**config.mk**
```make
export PLATFORM = sky130hd
export DESIGN_NAME = cv32e40x_b_clmul_flat
export DESIGN_NICKNAME = d
export VERILOG_FILES = /design/src/rtl/cv32e40x_b_clmul_if.sv /design/src/rtl/cv32e40x_b_clmul.sv /design/src/flat_wrapper.sv
export SDC_FILE = /design/constraint.sdc
export NUM_CORES = 1
export LEC_CHECK = 0
export ABC_CLOCK_PERIOD_IN_PS = 2800
export BUFFER_PORTS_ARGS = -buffer_cell sky130_fd_sc_hd__clkbuf_2
export CORE_ASPECT_RATIO = 1.2
export CORE_MARGIN = 1
export CORE_UTILIZATION = 46
export CTS_CLUSTER_SIZE = 28
export DETAILED_ROUTE_END_ITERATION = 12
export GPL_ROUTABILITY_DRIVEN = 0
export MAX_ROUTING_LAYER = met4
export PLACE_DENSITY = 0.65
export SYNTH_ARGS = -nofsm -noshare
export SYNTH_HDL_FRONTEND = slang
export SYNTH_SLANG_ARGS = --single-unit
```
**constraint.sdc**
```tcl
create_clock -name clk -period 2.8 [get_ports clk]
set_clock_uncertainty 0.2 [all_clocks]
set_input_delay 0.14 -clock clk [delete_from_list [all_inputs] [get_ports clk]]
set_output_delay 0.14 -clock clk [all_outputs]
set_load 0.05 [all_outputs]
```
**src/rtl/cv32e40x_b_clmul_if.sv**
```systemverilog
// Request/response handshake bundle for the Zbc carry-less multiplier.
// The slave modport is the multiplier; the master modport is the EX-stage driver.
interface cv32e40x_b_clmul_if;
    logic        valid_i;
    logic        ready_o;
    logic [1:0]  op_i;
    logic [31:0] operand_a_i;
    logic [31:0] operand_b_i;
    logic        valid_o;
    logic        ready_i;
    logic [31:0] result_o;

    modport slave (
        input  valid_i, op_i, operand_a_i, operand_b_i, ready_i,
        output ready_o, valid_o, result_o
    );

    modport master (
        output valid_i, op_i, operand_a_i, operand_b_i, ready_i,
        input  ready_o, valid_o, result_o
    );
endinterface

```
**src/rtl/cv32e40x_b_clmul.sv**
```systemverilog
// Iterative carry-less multiplier for clmul/clmulh/clmulr, BITS_PER_CYCLE bits of rs2 per cycle.
// Optional macro CV32E40X_CLMUL_EARLY_EXIT_EN finishes as soon as the remaining rs2 bits are zero.
module cv32e40x_b_clmul #(
    parameter int unsigned BITS_PER_CYCLE = 1,
    parameter int unsigned LEN            = 32
) (
    input  logic                 clk,
    input  logic                 rst_n,
    input  logic                 kill_i,
    cv32e40x_b_clmul_if.slave    bus,
    output logic                 busy_o
);

    localparam int unsigned N     = LEN / BITS_PER_CYCLE;
    localparam int unsigned CNT_W = (N > 1) ? $clog2(N) : 1;

    if (LEN != 32) begin : g_len_chk
        $error("cv32e40x_b_clmul: LEN must be 32");
    end
    if (!(BITS_PER_CYCLE == 1 || BITS_PER_CYCLE == 2 || BITS_PER_CYCLE == 4 ||
          BITS_PER_CYCLE == 8 || BITS_PER_CYCLE == 16 || BITS_PER_CYCLE == 32)) begin : g_bpc_chk
        $error("cv32e40x_b_clmul: illegal BITS_PER_CYCLE");
    end

    typedef enum logic [1:0] {IDLE, BUSY, DONE} state_e;

    state_e           state_q;
    logic [31:0]      b_q;
    logic [63:0]      a_sh_q;
    logic [63:0]      acc_q;
    logic [63:0]      partial;
    logic [63:0]      acc_nxt;
    logic [1:0]       op_q;
    logic [CNT_W-1:0] cnt_q;
    logic [31:0]      result_q;
    logic             valid_q;
    logic             ready_q;
    logic             busy_q;
    logic             last_iter;

    // b_q and a_sh_q shift every cycle, so the low bits of b_q always pair with a_sh_q.
    always_comb begin
        partial = '0;
        for (int unsigned j = 0; j < BITS_PER_CYCLE; j++) begin
            if (b_q[j]) begin
                partial = partial ^ (a_sh_q << j);
            end
        end
    end

    assign acc_nxt = acc_q ^ partial;

`ifdef CV32E40X_CLMUL_EARLY_EXIT_EN
    assign last_iter = (cnt_q == CNT_W'(N - 1)) || (b_q == '0);
`else
    assign last_iter = (cnt_q == CNT_W'(N - 1));
`endif

    function automatic logic [31:0] select_result(input logic [1:0] op, input logic [63:0] acc);
        case (op)
            2'b01:   select_result = acc[63:32];
            2'b10:   select_result = acc[62:31];
            default: select_result = acc[31:0];
        endcase
    endfunction

    always_ff @(posedge clk or negedge rst_n) begin
        if (!rst_n) begin
            state_q  <= IDLE;
            b_q      <= '0;
            a_sh_q   <= '0;
            acc_q    <= '0;
            op_q     <= '0;
            cnt_q    <= '0;
            result_q <= '0;
            valid_q  <= 1'b0;
            ready_q  <= 1'b1;
            busy_q   <= 1'b0;
        end else if (kill_i) begin
            state_q <= IDLE;
            acc_q   <= '0;
            cnt_q   <= '0;
            valid_q <= 1'b0;
            ready_q <= 1'b1;
            busy_q  <= 1'b0;
        end else begin
            case (state_q)
                IDLE: begin
                    if (bus.valid_i && ready_q) begin
                        a_sh_q  <= {32'b0, bus.operand_a_i};
                        b_q     <= bus.operand_b_i;
                        op_q    <= bus.op_i;
                        acc_q   <= '0;
                        cnt_q   <= '0;
                        state_q <= BUSY;
                        ready_q <= 1'b0;
                        busy_q  <= 1'b1;
                    end
                end
                BUSY: begin
                    acc_q  <= acc_nxt;
                    a_sh_q <= a_sh_q << BITS_PER_CYCLE;
                    b_q    <= b_q >> BITS_PER_CYCLE;
                    if (cnt_q != CNT_W'(N - 1)) begin
                        cnt_q <= cnt_q + CNT_W'(1);
                    end
                    if (last_iter) begin
                        result_q <= select_result(op_q, acc_nxt);
                        valid_q  <= 1'b1;
                        state_q  <= DONE;
                    end
                end
                DONE: begin
                    if (valid_q && bus.ready_i) begin
                        valid_q <= 1'b0;
                        ready_q <= 1'b1;
                        busy_q  <= 1'b0;
                        state_q <= IDLE;
                    end
                end
                default: state_q <= IDLE;
            endcase
        end
    end

    assign bus.ready_o  = ready_q;
    assign bus.valid_o  = valid_q;
    assign bus.result_o = result_q;
    assign busy_o       = busy_q;

    op_legal: assert property (@(posedge clk) disable iff (!rst_n) bus.valid_i |-> bus.op_i != 2'b11);

endmodule

```
**src/flat_wrapper.sv**
```systemverilog
// flat-port wrapper written by rule: the top's interface ports become plain ports
module cv32e40x_b_clmul_flat 
#(
    parameter int unsigned BITS_PER_CYCLE = 1,
    parameter int unsigned LEN            = 32
)
  (clk, rst_n, kill_i, busy_o, bus_valid_i, bus_op_i, bus_operand_a_i, bus_operand_b_i, bus_ready_i, bus_ready_o, bus_valid_o, bus_result_o);
  cv32e40x_b_clmul_if bus_i ();
  input  logic clk;
  input  logic rst_n;
  input  logic kill_i;
  output logic busy_o;
  input wire logic [$bits(bus_i.valid_i)-1:0] bus_valid_i;
  input wire logic [$bits(bus_i.op_i)-1:0] bus_op_i;
  input wire logic [$bits(bus_i.operand_a_i)-1:0] bus_operand_a_i;
  input wire logic [$bits(bus_i.operand_b_i)-1:0] bus_operand_b_i;
  input wire logic [$bits(bus_i.ready_i)-1:0] bus_ready_i;
  output wire logic [$bits(bus_i.ready_o)-1:0] bus_ready_o;
  output wire logic [$bits(bus_i.valid_o)-1:0] bus_valid_o;
  output wire logic [$bits(bus_i.result_o)-1:0] bus_result_o;
  assign bus_i.valid_i = bus_valid_i;
  assign bus_i.op_i = bus_op_i;
  assign bus_i.operand_a_i = bus_operand_a_i;
  assign bus_i.operand_b_i = bus_operand_b_i;
  assign bus_i.ready_i = bus_ready_i;
  assign bus_ready_o = bus_i.ready_o;
  assign bus_valid_o = bus_i.valid_o;
  assign bus_result_o = bus_i.result_o;
  cv32e40x_b_clmul #(.BITS_PER_CYCLE(BITS_PER_CYCLE), .LEN(LEN)) u_core (.clk(clk), .rst_n(rst_n), .kill_i(kill_i), .bus(bus_i), .busy_o(busy_o));
endmodule
```
-- Yosys cells after proc, flatten, opt, wreduce, memory -nomap -nowiden
Index checks and enable logic that the tools add are counted.
- add/subtract/negate cells: 1
- magnitude comparators: 0
- shift-type cells: 0
- reductions and logical operators: 15
- multipliers: 0
- bitwise logic cells: 2
- muxes and demuxes: 29
- divide/modulo/power cells: 0
- equality and inequality tests: 11
- operator list (operator ; count):
    $mux 64 ; 4
    $pmux 64 s2 ; 2
    $pmux 32 s2 ; 2
    $xor 64x64->64 ; 1
    $mux 32 ; 1
    $reduce_and 3->1 ; 7
    $mux 5 ; 3
    $ne 3x2->1 const B ; 4
    $pmux 5 s2 ; 1
    $reduce_bool 3->1 ; 3
    $mux 1 ; 8
    $mux 2 ; 4
    $pmux 1 s2 ; 3
    $pmux 2 s3 ; 1
    $add 5x1->5 const B ; 1
    $eq 5x5->1 const B ; 1
    $ne 5x5->1 const B ; 1
    $eq 2x1->1 const B ; 2
    $eq 2x2->1 const B ; 2
    $logic_and 1x1->1 ; 2
    $logic_not 2->1 ; 1
    $ne 2x1->1 const B ; 1
    $reduce_and 2->1 ; 1
    $reduce_bool 2->1 ; 1
    $not 1->1 ; 1
- output and inout bits: 35
- word-level logic and storage cells: 68
- bits in registers: 204
- ROM bits: 0
- RAM bits: 0
- memories kept: 0
- bits in latches: 0
- input port bits: 71

-- Depth between registers and ports, before layout
Gate-level depths: netlist (run 1).
- depth after elaboration: 4
- mapped depth: 8
- mapped depth without buffers: 7

-- Worst setup path after synthesis (run 1)
Ideal clock, no wire load.
- kind: register -> register
- from: register u_core.cnt_q[0]
- to: register u_core.result_q[10], in the netlist u_core.bus.result_o[10]
- clock period less this slack: 1969 ps
- required time: 2479 ps
- setup slack: 831 ps
- buffers on the path: 2
- data arrival time: 1648 ps
- stages on the path, launching flop included: 9
- setup time: 121 ps
- path through: dfrtp_1 -> ha_1 -> and3_1 -> ha_1 -> nand2_1 -> buf_2 -> buf_6 -> a21oi_1 -> a22o_1
- longest elaborated chain between the ends: 2
- RTL lines (what ; RTL line ; source):
    start, declared ; cv32e40x_b_clmul.sv:34 ; logic [CNT_W-1:0] cnt_q;
    start signal, assigned ; cv32e40x_b_clmul.sv:105 ; cnt_q <= cnt_q + CNT_W'(1);
    $eq 5x5->1 ; cv32e40x_b_clmul.sv:56 ; assign last_iter = (cnt_q == CNT_W'(N - 1));
    $reduce_and 3->1 (no line) ; -- ;
    end signal, assigned ; cv32e40x_b_clmul.sv:108 ; result_q <= select_result(op_q, acc_nxt);
    end, declared ; cv32e40x_b_clmul.sv:35 ; logic [31:0] result_q;
Every way passes these cells.
A chain may end at the register's enable or synchronous reset.

-- Worst setup path after layout (run 1)
- from: register u_core.state_q[0]
- to: register u_core.state_q[1]
- longest elaborated chain between the ends: 3
- elaborated cells on any way between the ends: 9
- classes of those cells: eq/ne (5); mux (2); reduce/logical (2)
- RTL lines (what ; RTL line ; source):
    start, declared ; cv32e40x_b_clmul.sv:27 ; state_e state_q;
    start signal, assigned ; cv32e40x_b_clmul.sv:69 ; state_q <= IDLE;
    start signal, assigned ; cv32e40x_b_clmul.sv:80 ; state_q <= IDLE;
    start signal, assigned ; cv32e40x_b_clmul.sv:95 ; state_q <= BUSY;
    $eq 2x2->1, or another cell as far along ; cv32e40x_b_clmul.sv:87 ; case (state_q)
    $ne 3x2->1 (no line) / $pmux 2 s3 (equally long branches) ; -- ;
    $reduce_and 3->1 (no line) / $mux 2 (equally long branches) ; -- ;
Several ways; a longest one is shown, not always the timed one.

==> results of run 1 <==
[final cells by class]
cell class                 instances  area share [%]
multi-input combinational        593            33.9
sequential                       204            43.9
clock buffer                      36            6.31
clock inverter                     3           0.215
tap                              265            2.85
timing repair buffer             194            12.7
inverter                           4           0.129
[final timing paths]
check                                              start                        endpoint  depth (start not counted)
max reg2reg                u_core.state_q[0]$_DFFE_PN0P_   u_core.state_q[1]$_DFFE_PN0P_                          5
min in group clk                             bus_op_i[0]      u_core.op_q[0]$_DFFE_PN0P_                          4
max                        u_core.state_q[0]$_DFFE_PN0P_   u_core.state_q[1]$_DFFE_PN0P_                          5
min                                                rst_n      u_core.b_q[18]$_DFFE_PN0P_                          2
min reg2reg                   u_core.b_q[17]$_DFFE_PN0P_      u_core.b_q[17]$_DFFE_PN0P_                          2
max in group asynchronous                          rst_n  u_core.bus.ready_o$_DFFE_PN1P_                          3
[flip-flops by register name, summed over array words and instances (netlist names)]
name / count
u_core.op_q: 2
u_core.a_sh_q: 64
u_core.b_q: 32
u_core.cnt_q: 5
u_core.bus.result_o: 32
u_core.busy_o: 1
u_core.bus.ready_o: 1
u_core.acc_q: 64
u_core.bus.valid_o: 1
u_core.state_q: 2
[metal layers]
metal	vias to the layer above	GRT usage, %
met3	28	2.55
met2	131	33.4
met1	3441	28.4
met4	0	4.70
met5	-	-
li1	3398	-
[cells in the mapped netlist]
cell type	number	area share, %
dfrtp_1	203	54
nand2_1	164	6.5
a22o_1	100	9.3
o21ai_0	73	3.9
mux2i_1	62	6.6
a21oi_1	40	2.1
xnor2_1	33	3.1
a221o_1	32	3.4
xor2_1	32	3.0
buf_2	28	1.5
clkbuf_1	27	1.1
o21ai_1	27	1.4
buf_4	14	1.1
nor2_1	8	0.32
ha_1	4	0.53
inv_1	4	0.16
buf_6	3	0.36
a21o_1	2	0.16
a31oi_1	2	0.13
nand2b_1	2	0.13
and2_0	1	0.066
and3_1	1	0.066
and3b_1	1	0.093
and4b_1	1	0.11
dfstp_2	1	0.28
nand2_2	1	0.066
nand3b_1	1	0.080
nor2_2	1	0.066
nor2b_1	1	0.066
nor3b_4	1	0.20
o21bai_1	1	0.080
or2_2	1	0.066
or3b_1	1	0.093
[placed cells by master, fill, tap and decap left out, types with 3 or more instances in the layout]
master / netlist / layout
nand2_1: 164 / 163
clkbuf_16: 0 / 23
dlygate4sd3_1: 0 / 71
a21oi_1: 40 / 39
nor2_1: 8 / 8
mux2i_1: 62 / 62
clkbuf_8: 0 / 12
buf_4: 14 / 10
xnor2_1: 33 / 33
dfrtp_1: 203 / 202
clkbuf_2: 0 / 104
xor2_1: 32 / 32
a22o_1: 100 / 100
a221o_1: 32 / 32
inv_1: 4 / 4
ha_1: 4 / 3
o21ai_1: 27 / 27
o21ai_0: 73 / 73
buf_12: 0 / 8
[where the power goes]
group	internal (uW)	switching, uW
Combinational	661	894
Clock	1790	1150
Sequential	3250	250
Total	5710	2290
[cell families (layout without fill, tap and decap cells)]
| kind of cell | after synthesis | count (layout) |
|---|---|---|
| XOR/XNOR | 65 | 65 |
| AO/OA/AOI/OAI | 277 | 277 |
| AND/OR/NAND/NOR | 185 | 185 |
| adder cells (fa/ha/maj) | 4 | 4 |
| buffers and inverters | 76 | 237 |
| flip-flops | 204 | 204 |
| multiplexers | 62 | 62 |
[per-stage QoR]
stage	hold slack, ns	std cells	total power (uW)
2_1_floorplan	-0.356	873	4580
3_3_place_gp	-0.0180	1189	5010
3_5_place_dp	-0.0215	1189	5040
4_1_cts	0.00473	1299	8090
5_1_grt	0.0358	1299	8430
6_report	-0.0120	1299	8000
[what timing repair did]
item | in CTS | in global routing
resized for setup | 0 | 0
endpoints found under the hold margin | 275 | 0
hold buffers | 71 | 0
buffers inserted | 0 | 0
==> results.md, run 1 <==
* Max Cap Viol at 0
* Final net count at 1095
* Starting density of the core at 46.7%
* CP top delay family: buffers and inverters
* Wire length on met2 at 9820 microns
* Post-synth net total at 948
* Initial antenna violation count at 0
* Period Utilization, post-route at 79.0%
* WP data arrival at 2.44 ns
* Leakage at 0.00539 uW
* Top sig layer: met4
* Worst Hold Class: input port to async pin
* Antenna diodes at 0
* Register area share after synthesis at 54.2%
* Pre-antenna DRT Iters at 9
* I/O pin count at 106
* Die Ht at 159 microns
* CP max-delay cell: dlygate4sd3_1
* Die Area at 21100 sq um
* Multi-input gate area in the final layout at 3950 sq um
* Post-placement setup slack at 0.655 ns
* Min Tclk post-route at 2.21 ns
* Metal3 WL at 704 microns
* Worst hold slack at -0.0120 ns
* Post-route setup slack at 0.588 ns
* Final hold violation count at 3
* Failing checks: design-rule violations, negative hold slack
* Worst-margin pin slew at 0.701 ns
* Clk buf depth at 3
* Post-Synth Adder-Cell Area at 0.531%
* CTS tree: done
* Port Buffers at 105
* Synth unique cells at 33
* Post-synthesis mux area share at 6.59%
* Routed wire length at 20600 microns
* Slew Viols, Final at 0
* R2r setup slk at 0.59 ns
* Setup TNS Final at 0 ns
* Post-route DRC at 2
* Post-route cell area at 11600 sq um
* Clock tree sinks at 204
* Peak supply drop at 0.407 mV
* Yosys warns at 0
* H-tree depth at 1
* Critical path buffers and inverters at 2
* Post-route antenna net violation count at 0
* Chip width at 133 microns
* Mean routed wirelength per cell at 15.9 microns
* Compound-Gate Fraction of Synth Area at 20.5%
* Synth Cell Area at 9420 sq um
* Main combinational cell family by area after synthesis: compound AO/OA/AOI/OAI gates
* Core Area at 20200 sq um
* CP cell instances: nor2b_4, buf_12, nand2_1, a21oi_1, dlygate4sd3_1
* Area after DPL at 10200 sq um
* CP required at 3.03 ns
* Iteration-0 DRC Markers at 432
* Fmax at 452 MHz
* Synthesized area per cell at 10.8 sq um
* First-pass GRT wire length at 35600 microns
* FF+latch area at 5110 sq um
* Vias post-DR at 6998
* Fill count at 1748
* CP Capture Type: flip-flop
* HPWL Detailed at 12500 microns
* Final setup fails at 0
* Largest net degree at the start of global routing at 71
* Status: finished with violations
* Area grow syn2layout at 23.6%
* PwrDens at 687 nW/um^2
* Mapped Cells at 873
* Number of vias per cell at 5.39
* Vias in the first global route at 7065
* Worst-path clk slew at 0.06 ns
* CP Max Fanout at 63
* Crit-path max cell delay at 0.57 ns
* Post-synthesis xor/xnor area fraction at 6.04%
* Gr ovfl total at 0
* Post-Synth Simple-Gate Area at 7.95%
* Crit start category: flip-flop
* Critical path type: flip-flop to flip-flop
* DRT met1 WL at 9780 microns
* #FFs+latches synth at 204
* Slew headroom at 53.3%
* Final Util at 57.7%
* Unrepaired setup endpoints after global routing: no
* GRT Total Usage at 20.8%
* Clock latency at the later pin of the worst-skew pair at 0.50 ns
* Row cnt at 57
* Root buf cell: clkbuf_16
* Inserted Clock Buffers at 23
* Share of layout cells above drive strength 1 at 16.4%
Note: power is estimated with default switching activity, not from simulation.
==> run 2: changes to the inputs <==
- ABC_CLOCK_PERIOD_IN_PS: 2800 -> 2200
- clock period: 2.8 -> 2.2 ns (I/O delays scaled with it)
==> results.md, run 2 (synthesized netlist as in run 1, its figures left out) <==
* Largest net degree at the start of global routing at 67 (was 71)
* Unrepaired setup endpoints after global routing: no (unchanged)
* Setup TNS Final at 0 ns (unchanged)
* I/O pin count at 106 (unchanged)
* Die Ht at 159 microns (unchanged)
* CP Capture Type: flip-flop (unchanged)
* FF+latch area at 5110 sq um (unchanged)
* Post-route DRC at 2 (unchanged)
* R2r startpoint: u_core.cnt_q[0]$_DFFE_PN0P_ (was u_core.state_q[0]$_DFFE_PN0P_)
* Multi-input gate area in the final layout at 3950 sq um (unchanged)
* Area grow syn2layout at 23.7% (was 23.6%)
* Mean routed wirelength per cell at 15.7 microns (was 15.9 microns)
* Total power at 10100 uW (was 8000 uW)
* Final net count at 1095 (unchanged)
* Clock tree sinks at 204 (unchanged)
* Most frequent cells in the layout: dfrtp_1 (202), nand2_1 (163), clkbuf_2 (104), a22o_1 (100), o21ai_0 (73) (unchanged)
* Clock latency at the later pin of the worst-skew pair at 0.49 ns (was 0.50 ns)
* Leakage at 0.00540 uW (was 0.00539 uW)
* Final setup fails at 0 (unchanged)
* # Post-CTS Setup Buffers at 0 (unchanged)
* Clk buf depth at 3 (unchanged)
* Final hold violation count at 0 (was 3)
* Fill count at 1714 (was 1748)
* Peak supply drop at 0.636 mV (was 0.407 mV)
* Vias post-DR at 6952 (was 6998)
* Chip width at 133 microns (unchanged)
* Port Buffers at 105 (unchanged)
* Share of layout cells above drive strength 1 at 16.2% (was 16.4%)
* Period Utilization, post-route at 94.6% (was 79.0%)
* Antenna diodes at 0 (unchanged)
* Row cnt at 57 (unchanged)
* Worst Hold Class: input port to async pin (unchanged)
* Die Area at 21100 sq um (unchanged)
* PwrDens at 863 nW/um^2 (was 687 nW/um^2)
* Post-CTS sizing at 0 (unchanged)
* CP required at 2.37 ns (was 3.03 ns)
* First-pass GRT wire length at 35200 microns (was 35600 microns)
* Core Area at 20200 sq um (unchanged)
* CTS tree: done (unchanged)
* Post-route antenna net violation count at 0 (unchanged)
* Worst-path clk slew at 0.06 ns (about the same)
* Routed wire length at 20400 microns (was 20600 microns)
* Biggest regs: u_core.a_sh_q x64, u_core.acc_q x64 (unchanged)
* WP data arrival at 2.26 ns (was 2.44 ns)
* GRT Total Usage at 20.7% (was 20.8%)
* Starting density of the core at 46.7% (unchanged)
* R2r setup slk at 0.12 ns (was 0.59 ns)
* Iteration-0 DRC Markers at 342 (was 432)
* Status: finished with violations (unchanged)
* Critical path type: flip-flop to flip-flop (unchanged)
* Most common cell after layout, fill and taps aside: dfrtp_1 (unchanged)
* Gr ovfl total at 0 (unchanged)
* HPWL Detailed at 12200 microns (was 12500 microns)
* Min Tclk post-route at 2.08 ns (was 2.21 ns)
* Initial antenna violation count at 0 (unchanged)
* H-tree depth at 1 (unchanged)
* Inserted Clock Buffers at 22 (was 23)
* Pre-antenna DRT Iters at 8 (was 9)
* Number of vias per cell at 5.35 (was 5.39)
* Crit start category: flip-flop (unchanged)
* Fmax at 480 MHz (was 452 MHz)
* Vias in the first global route at 7160 (was 7065)
* Root buf cell: clkbuf_16 (unchanged)
* Failing checks: design-rule violations (was design-rule violations, negative hold slack)
* CP Max Fanout at 33 (was 63)
* Worst-margin pin slew at 0.681 ns (was 0.701 ns)
* Slew headroom at 54.6% (was 53.3%)
* CP startpoint: u_core.cnt_q[0]$_DFFE_PN0P_ (was u_core.state_q[0]$_DFFE_PN0P_)
* Slew Viols, Final at 0 (unchanged)
* Max Cap Viol at 0 (unchanged)
## run 2: cell types whose count changed in the layout (fill, tap and decap cells not counted), sizes merged
cell,change
buf,+1
bufinv,+2
clkbuf,-5
clkinv,+5
dlygate4sd3,-1
inv,-2
## run 2: final timing paths
kind,depth (start not counted),endpoint
min in group clk,4,u_core.op_q[0]$_DFFE_PN0P_
max in group asynchronous,3,u_core.bus.ready_o$_DFFE_PN1P_
hold reg to reg,2,u_core.b_q[7]$_DFFE_PN0P_
setup / recovery,7,u_core.bus.result_o[11]$_DFFE_PN0P_
setup reg to reg,7,u_core.bus.result_o[11]$_DFFE_PN0P_
hold / removal,3,u_core.b_q[10]$_DFFE_PN0P_
## run 2: layout make-up
type / instances / share of cell area [%]
Tap cell: 265 / 2.84
Inverter: 4 / 0.129
Sequential cell: 204 / 43.8
Timing Repair Buffer: 195 / 13.3
Multi-Input combinational cell: 593 / 33.9
Clock buffer: 30 / 5.25
Clock inverter: 8 / 0.773
## run 2: critical path, cell delays in order (launching register included)
cell and delay [ns]:
dfrtp_1 0.41, ha_1 0.23, and3_1 0.19, ha_1 0.27, nand2_2 0.16, buf_12 0.21
a21oi_1 0.07, a22o_1 0.20
## run 2: routing by layer
layer,up-vias,GRT usage [%],share of wire [%]
li1,3399,-,-
met1,3416,27.6,46
met2,113,33.5,49
met3,24,2.52,3.4
met4,0,5.43,1.7
met5,-,-,0
## run 2: timing repair
action                     4_1_cts  5_1_grt
hold buffers                    71        0
hold endpoints to repair       275        0
setup endpoints to repair        0        2
## run 2: power breakdown
group | total, uW | internal [uW] | switching (uW)
registers | 4420 | 4140 | 278
clock network | 3620 | 2180 | 1450
logic | 2010 | 853 | 1160
## run 2: through the flow
stage / hold WS (ns) / setup slack [ns] / instances / util (%) / cell area (sq um)
floorplan: -0.386 / 0.231 / 873 / - / 9420
global placement: -0.129 / 0.196 / 1189 / 50.6 / 10200
detailed placement: -0.127 / 0.124 / 1189 / 50.6 / 10200
CTS: 0.0108 / 0.118 / 1298 / 57.6 / 11600
global route: 0.0403 / 0.0332 / 1299 / 57.8 / 11700
finish: 0.0311 / 0.118 / 1299 / 57.8 / 11700
==> run 3: changes to the inputs <==
- PLACE_DENSITY: 0.65 -> default
- PLACE_DENSITY_LB_ADDON: default -> 0.2
- REMOVE_ABC_BUFFERS: default -> 1
==> results.md, run 3 (synthesized netlist as in run 1, its figures left out) <==
* Inserted Clock Buffers at 23 (was 22)
* R2r startpoint: u_core.cnt_q[0]$_DFFE_PN0P_ (unchanged)
* Slew Viols, Final at 0 (unchanged)
* Pint at 7480 uW (was 7170 uW)
* Core Area at 20200 sq um (unchanged)
* Comb power frac at 19.8% (was 20.0%)
* Share of layout cells above drive strength 1 at 17.5% (was 16.2%)
* Worst Hold Class: input port to async pin (unchanged)
* Status: finished with violations (unchanged)
* WP data arrival at 2.17 ns (was 2.26 ns)
* Final net count at 1105 (was 1095)
* Biggest regs: u_core.a_sh_q x64, u_core.acc_q x64 (unchanged)
* Gr ovfl total at 0 (unchanged)
* Min Tclk post-route at 1.98 ns (was 2.08 ns)
* Antenna diodes at 0 (unchanged)
* Root buf cell: clkbuf_16 (unchanged)
* Post-route antenna net violation count at 0 (unchanged)
* Vias in the first global route at 7305 (was 7160)
* Reg power frac at 42.3% (was 43.9%)
* Clock tree sinks at 204 (unchanged)
* Clock latency at the later pin of the worst-skew pair at 0.50 ns (was 0.49 ns)
* Worst-margin pin slew at 0.503 ns (was 0.681 ns)
* Final non-filler cell total at 1311 (was 1299)
* Row cnt at 57 (unchanged)
* CTS tree: done (unchanged)
* First-pass GRT wire length at 37000 microns (was 35200 microns)
* Largest net degree at the start of global routing at 67 (unchanged)
* Crit start category: flip-flop (unchanged)
* Clock power share at 37.9% (was 36.0%)
* CP required at 2.38 ns (was 2.37 ns)
* Initial antenna violation count at 0 (unchanged)
* Fmax at 504 MHz (was 480 MHz)
* Post-CTS sizing at 0 (unchanged)
* Worst-path clk slew at 0.06 ns (about the same)
* Iteration-0 DRC Markers at 370 (was 342)
* Worst hold slack at 0.0105 ns (was 0.0311 ns)
* GRT Total Usage at 21.8% (was 20.7%)
* Chip width at 133 microns (unchanged)
* Critical path type: flip-flop to flip-flop (unchanged)
* Slew headroom at 66.5% (was 54.6%)
* Net Switching at 3010 uW (was 2890 uW)
* Peak supply drop at 0.615 mV (was 0.636 mV)
* CP Max Fanout at 42 (was 33)
* Failing checks: design-rule violations (unchanged)
* R2r setup slk at 0.22 ns (was 0.12 ns)
* Period Utilization, post-route at 90.1% (was 94.6%)
* I/O pin count at 106 (unchanged)
* H-tree depth at 1 (unchanged)
* Met3 usage in global routing at 3.03% (was 2.52%)
* Most common cell after layout, fill and taps aside: dfrtp_1 (unchanged)
* Final hold violation count at 0 (unchanged)
* Placed Cells incl. Taps at 1199 (was 1189)
* Mean routed wirelength per cell at 16.1 microns (was 15.7 microns)
* Die Area at 21100 sq um (unchanged)
* Clk buf depth at 3 (unchanged)
* Leakage at 0.00547 uW (was 0.00540 uW)
* Die Ht at 159 microns (unchanged)
* Unrepaired setup endpoints after global routing: no (unchanged)
* Post-route DRC at 2 (unchanged)
* Final setup fails at 0 (unchanged)
* Starting density of the core at 46.7% (unchanged)
* Gr busiest metal: met2 (unchanged)
* Max Cap Viol at 0 (unchanged)
* Most frequent cells in the layout: dfrtp_1 (202), nand2_1 (163), clkbuf_2 (104), a22o_1 (100), o21ai_0 (73) (unchanged)
* CP startpoint: u_core.cnt_q[0]$_DFFE_PN0P_ (unchanged)
* HPWL Detailed at 12900 microns (was 12200 microns)
* Port Buffers at 105 (unchanged)
* Met1 usage at 28.8% (was 27.6%)
* CP Capture Type: flip-flop (unchanged)
* Area grow syn2layout at 25.3% (was 23.7%)
* Pre-antenna DRT Iters at 8 (unchanged)
* Sw Ratio at 28.7% (about the same)
* Number of vias per cell at 5.39 (was 5.35)
* PwrDens at 887 nW/um^2 (was 863 nW/um^2)
* # Post-CTS Setup Buffers at 0 (unchanged)
* Met2 usage at 35.6% (was 33.5%)
* Vias post-DR at 7071 (was 6952)
* Routed wire length at 21200 microns (was 20400 microns)
-- run 3: changes by cell type in the layout (fill, tap and decap cells not counted), sizes merged --
| cell | previous run | this run |
|---|---|---|
| buf | 19 | 29 |
| bufinv | 2 | 3 |
| clkbuf | 136 | 135 |
| clkinv | 6 | 4 |
| clkinvlp | 0 | 4 |
-- run 3: worst paths after layout --
path | endpoint | depth (start not counted)
min reg2reg | u_core.b_q[2]$_DFFE_PN0P_ | 2
max reg2reg | u_core.bus.result_o[17]$_DFFE_PN0P_ | 7
max | u_core.bus.result_o[17]$_DFFE_PN0P_ | 7
min | u_core.a_sh_q[22]$_DFFE_PN0P_ | 3
min in group clk | u_core.b_q[31]$_DFFE_PN0P_ | 3
max in group asynchronous | u_core.bus.result_o[4]$_DFFE_PN0P_ | 3
-- run 3: worst max-delay path: stages (launching register included) --
cell and delay, ns:
dfrtp_1 0.40, ha_1 0.23, and3_1 0.19, ha_1 0.20, nand2_2 0.12, buf_12 0.21, a21oi_1 0.08, a22o_1 0.22
-- run 3: power groups by stage --
stage	Combinational (uW)	Sequential [uW]	Clock, uW
6_report	2080	4430	3970
5_1_grt	2350	4490	4220
4_1_cts	2110	4430	4070
3_5_place_dp	2000	4500	0
3_3_place_gp	1960	4490	0
2_1_floorplan	1270	4470	0
-- run 3: what timing repair did --
item / 4_1_cts / 5_1_grt
setup endpoints to repair: 0 / 0
endpoints found under the hold margin: 276 / 0
hold buffers: 71 / 0
-- run 3: final cells by class --
cell class / count / area, sq um
Clock buffer: 30 / 652
Clock inverter: 11 / 140
Fill cell: 1678 / 8370
Inverter: 4 / 15.0
Multi-Input combinational cell: 593 / 3950
Sequential cell: 204 / 5110
Tap cell: 265 / 332
Timing Repair Buffer: 204 / 1620
-- run 3: through the flow --
stage	instance area (sq um)	total power [uW]	util, %	setup TNS, ns	setup WS (ns)
2_1_floorplan	9040	5740	-	-361.35	-3.09
3_3_place_gp	10300	6440	51.0	0	0.280
3_5_place_dp	10300	6500	51.0	0	0.245
4_1_cts	11800	10600	58.5	0	0.230
5_1_grt	11800	11100	58.5	0	0.110
6_report	11800	10500	58.5	0	0.217
-- run 3: layer usage --
| layer | share of wire (%) | wire length [microns] |
|---|---|---|
| met5 | 0 | 0 |
| met4 | 1.8 | 379 |
| met3 | 4.4 | 923 |
| met2 | 48 | 10200 |
| met1 | 46 | 9630 |
